`src/rtl/mips_pkg.sv`:
```
// Shared constants for the MIPS core front end: fetch-queue entry layout
// and the architectural reset PC.
package mips_pkg;

   localparam int ENTRY_W = 96;
   localparam logic [31:0] RESET_PC = 32'h0000_3000;

   // Entry layout, MSB to LSB: {pc, instr, pc_plus8}
   localparam int PC_LSB    = 64;
   localparam int INSTR_LSB = 32;
   localparam int PC8_LSB   = 0;

   function automatic logic [ENTRY_W-1:0] pack_entry(input logic [31:0] pc,
                                                     input logic [31:0] instr,
                                                     input logic [31:0] pc_plus8);
      logic [ENTRY_W-1:0] e;
      e = '0;
      e[PC_LSB +: 32]    = pc;
      e[INSTR_LSB +: 32] = instr;
      e[PC8_LSB +: 32]   = pc_plus8;
      return e;
   endfunction

endpackage

```
`src/rtl/fq_storage.sv`:
```
// Fetch-queue entry array: one synchronous write port, one asynchronous
// read port. Contents are don't-care after reset, so there is no reset.
module fq_storage
   import mips_pkg::*;
#(
   parameter int DEPTH = 2
) (
   input  logic                       clk,
   input  logic                       we,
   input  logic [$clog2(DEPTH)-1:0]   waddr,
   input  logic [ENTRY_W-1:0]         wdata,
   input  logic [$clog2(DEPTH)-1:0]   raddr,
   output logic [ENTRY_W-1:0]         rdata
);

   logic [ENTRY_W-1:0] mem [DEPTH];

   always_ff @(posedge clk) begin
      if (we) begin
         mem[waddr] <= wdata;
      end
   end

   assign rdata = mem[raddr];

endmodule

```
`src/rtl/if_fetch_queue.sv`:
```
// IF->ID fetch queue: circular buffer of {pc, instr, pc_plus8} with a
// valid/ready handshake on both sides and a single-cycle redirect flush.
module if_fetch_queue
   import mips_pkg::*;
#(
   parameter int DEPTH = 2
) (
   input  logic                     clk,
   input  logic                     rst_n,
   input  logic                     in_valid,
   input  logic [31:0]              in_pc,
   input  logic [31:0]              in_instr,
   input  logic [31:0]              in_pc_plus8,
   output logic                     in_ready,
   output logic                     out_valid,
   output logic [31:0]              out_pc,
   output logic [31:0]              out_instr,
   output logic [31:0]              out_pc_plus8,
   input  logic                     out_ready,
   input  logic                     flush,
   output logic [$clog2(DEPTH):0]   count
);

   localparam int AW = $clog2(DEPTH);
   localparam int CW = AW + 1;
   localparam logic [CW-1:0] FULL = CW'(DEPTH);

   logic [AW-1:0]      wr_ptr;
   logic [AW-1:0]      rd_ptr;
   logic               enq;
   logic               deq;
   logic [ENTRY_W-1:0] wr_entry;
   logic [ENTRY_W-1:0] rd_entry;

   // in_ready is purely a function of occupancy so the IFU PC enable never
   // sees a combinational path from the decode stall.
   assign in_ready  = (count != FULL);
   assign out_valid = (count != '0);
   assign enq       = in_valid && in_ready && !flush;
   assign deq       = out_valid && out_ready && !flush;
   assign wr_entry  = pack_entry(in_pc, in_instr, in_pc_plus8);

   fq_storage #(
      .DEPTH (DEPTH)
   ) u_storage (
      .clk   (clk),
      .we    (enq),
      .waddr (wr_ptr),
      .wdata (wr_entry),
      .raddr (rd_ptr),
      .rdata (rd_entry)
   );

   // Head fields are masked while empty so stale entries never reach ID.
   always_comb begin
      out_pc       = '0;
      out_instr    = '0;
      out_pc_plus8 = '0;
      if (out_valid) begin
         out_pc       = rd_entry[PC_LSB +: 32];
         out_instr    = rd_entry[INSTR_LSB +: 32];
         out_pc_plus8 = rd_entry[PC8_LSB +: 32];
      end
   end

   always_ff @(posedge clk or negedge rst_n) begin
      if (!rst_n) begin
         wr_ptr <= '0;
         rd_ptr <= '0;
         count  <= '0;
      end else if (flush) begin
         wr_ptr <= '0;
         rd_ptr <= '0;
         count  <= '0;
      end else begin
         if (enq) begin
            wr_ptr <= wr_ptr + AW'(1);
         end
         if (deq) begin
            rd_ptr <= rd_ptr + AW'(1);
         end
         case ({enq, deq})
            2'b10:   count <= count + CW'(1);
            2'b01:   count <= count - CW'(1);
            default: count <= count;
         endcase
      end
   end

endmodule

```
`config.mk`:
```
export PLATFORM = sky130hd
export DESIGN_NAME = if_fetch_queue
export DESIGN_NICKNAME = d
export VERILOG_FILES = /design/src/rtl/mips_pkg.sv /design/src/rtl/fq_storage.sv /design/src/rtl/if_fetch_queue.sv
export SDC_FILE = /design/constraint.sdc
export NUM_CORES = 1
export LEC_CHECK = 0
export BUFFER_PORTS_ARGS = -buffer_cell sky130_fd_sc_hd__clkbuf_2
export CAP_MARGIN = 20
export CORE_UTILIZATION = 45
export CTS_BUF_LIST = sky130_fd_sc_hd__clkbuf_8
export DETAILED_ROUTE_END_ITERATION = 8
export PLACE_DENSITY = 0.73
export REMOVE_ABC_BUFFERS = 1
export SLEW_MARGIN = 5
export SYNTH_ARGS = -nofsm -noshare
export SYNTH_HDL_FRONTEND = slang
export SYNTH_SLANG_ARGS = --single-unit
```
`constraint.sdc`:
```
create_clock -name clk -period 11.4 [get_ports clk]
set_input_delay 0.57 -clock clk [delete_from_list [all_inputs] [get_ports clk]]
set_output_delay 0.57 -clock clk [all_outputs]
set_load 0.1 [all_outputs]
```
==> metrics <==
routed wl met3 839 microns; GR Overflow Total 0; Worst Hold Class in2reg; Synth top area share 0.771; CTS buffer count 17; unrepaired setup endpoints after global routing no; EDFF count, synth 192; final hold slack around 0.31 ns; pins over their slew limit 0; terminus of the critical flop-to-flop path u_storage.mem[1][37]$_DFFE_PP_; P_leak approximately 3.4 nW; number of buffers added on ports 200; startpoint types register; Tcrit/Tclk final 0.327; GRT Overall Usage 0.162; Slew HR 0.313; internal power 1.05 mW; share of layout cells above drive strength 1 0.368; setup slack, reg-to-reg 8.73 ns; Synth top cells by count edfxtp_1 (192), mux2i_1 (97), nor2_1 (97); Final WS setup approximately 7.7 ns; row count 46; switching share of power 0.334; Slew @ Worst Pin 1.03 ns; Pwr Total 1.58 mW; die height 131 microns; Final Wtd Congestion 0.707; number of synthesized register bits 196; WL final 13.8 mm; Die ar. 17100 sq um; number of fill cells around 1300; Post-CTS Hold Buffers 1; Post-DP HPWL 9.03 mm; register area 5870 sq um; register share of total power 0.528; M1 WL between 5 and 6 mm; Clk pwr share 0.254; min Tclk post-route 3.72 ns; Sum Neg Setup Slack 0 ns; number of global-route vias before repair 4144; Synth Flop Type edfxtp_1; kind of critical path reg2out; post_cts resized 0; Die X 131 microns; Clock Sinks 196; WL per Instance about 16 microns; Syn Inst Count 432; final setup violation count 0; critical path startpoint rd_ptr$_DFFE_PN0P_; outcome finished, final reports clean; logic gate share of total power 0.219; Synth area leaders edfxtp_1 (77%), mux2i_1 (13%), nor2_1 (4.9%), dfrtp_1 (1.3%), buf_4 (1.1%); layout net count about 740; net switching power 527 uW; DRT iter0 DRCs 199; Hold Fails Final Rpt 0; H-tree levels 4; antenna-violating nets left 0; largest net degree at the start of global routing 98; worst endpoint required time 10.83 ns; Crit. End Element output port; area growth from synthesis to layout 20.5%; DR top layer met4; Worst-Skew Late Latency about 0.44 ns; final core occ 0.562; post-synthesis cell type with the largest combined area edfxtp_1; maximum root-to-sink buffer count 2; FMAX 268 MHz; pre-CTS WS 8.14 ns; yosys warns 0; root buffer cell clkbuf_8; global-route wire length before repair slightly above 20 mm; Synth async-reset ratio 0.0204; Arr. time, crit path between 3 and 4 ns; CTS tree yes; Initial Utilization 0.466; routed via count 4200; initial antenna violation count 0; Ports 201; post-CTS setup buffers 0; CORE AREA 16100 sq um; Yosys cell types 22; # diodes 0; Seq/Total Area, Yosys 0.784; count leader, synth edfxtp_1; # DRC 0; Reg2Reg Depth 6; worst r2r src count[1]$_DFFE_PN0P_; vias per cell 4.85; crit-path max FO 57; mapped cell area ~7500 sq um; area of the multi-input gates 1460 sq um; DRT Pass-1 Iters 4; CP endpoint out_pc[20]; clk slew on worst S/H paths 0.09 ns; maximum VDD drop 0.0000928 V; Post-Syn Area per Cell 17.3 sq um; # Max-Cap Violations 0; P per Cell Area between 150 and 200 nW/um^2; Worst Skew roughly 0.0083 ns; metal2 WL 7.10 mm
[cell type report]
cell class              count  share of cell area
flip-flops and latches    196               0.651
repair buffers            207               0.117
clock inverters            15              0.0126
multi-input cells         212               0.162
well taps                 216              0.0300
clock buffers              17              0.0259
inverters                   3             0.00125
[worst min-delay path by stage]
stage	depth (start not counted)	startpoint	to	slack, ns
6_report	1	in_pc[25]	u_storage.mem[0][89]$_DFFE_PP_	0.31
5_1_grt	1	in_pc_plus8[2]	u_storage.mem[1][2]$_DFFE_PP_	0.26
4_1_cts	1	in_pc_plus8[8]	u_storage.mem[1][8]$_DFFE_PP_	0.27
3_5_place_dp	1	rst_n	count[0]$_DFFE_PN0P_	0.38
3_3_place_gp	1	rst_n	count[0]$_DFFE_PN0P_	0.38
2_1_floorplan	0	rst_n	count[0]$_DFFE_PN0P_	0.27
[critical path, cell delays in order (launching register included)]
cell,delay [ns]
dfrtp_4,0.88
buf_4,0.83
mux2i_1,0.20
nor2_1,0.18
clkbuf_2,0.49
[sequential cells by signal (all words and copies together) (netlist names)]
register	cells
count	2
rd_ptr	1
u_storage.mem	192
wr_ptr	1
[power by group through the flow]
stage          registers (mW)  logic, mW  clock network, mW
2_1_floorplan           0.862      0.277                  0
3_3_place_gp            0.849      0.343                  0
3_5_place_dp            0.850      0.347                  0
4_1_cts                 0.834      0.347              0.414
5_1_grt                 0.836      0.361              0.441
6_report                0.833      0.345              0.401
[stage by stage]
stage | instance area, sq um | instances
floorplan | 7320 | 411
global placement | 8660 | 833
detailed placement | 8660 | 833
CTS | 9020 | 866
global route | 9020 | 866
finish | 9020 | 866
[logic make-up after synthesis]
| family | after synthesis | synth area share |
|---|---|---|
| flip-flops | 196 | 0.784 |
| AND/OR/NAND/NOR | 106 | 0.0565 |
| multiplexers | 97 | 0.130 |
| buffers and inverters | 24 | 0.0226 |
| AO/OA/AOI/OAI | 8 | 0.00602 |
| XOR/XNOR | 1 | 0.00117 |
[cells in the final DEF (no fill, tap or decap)]
master,instances
clkbuf_2,200
edfxtp_1,192
mux2i_1,97
nor2_1,97
clkbuf_8,17
buf_4,6
a21oi_1,4
inv_1,4
inv_6,3
clkinv_1,3
clkinv_2,3
dfrtp_1,3
o21ai_0,2
clkinvlp_4,2
nor2_4,1
nor2b_2,1
inv_2,1
nand2_1,1
nor3b_2,1
nor3_2,1
or2_0,1
nor3b_1,1
o211ai_1,1
nand3b_1,1
a21o_1,1
or3_1,1
xor2_1,1
bufinv_16,1
clkinv_4,1
dlygate4sd3_1,1
dfrtp_4,1
[per-layer routing]
metal	GRT usage	vias up
li1	-	2013
met1	0.190	2025
met2	0.283	147
met3	0.0480	15
met4	0.0568	0
met5	0	-
Power figures use the tool's default switching activity.
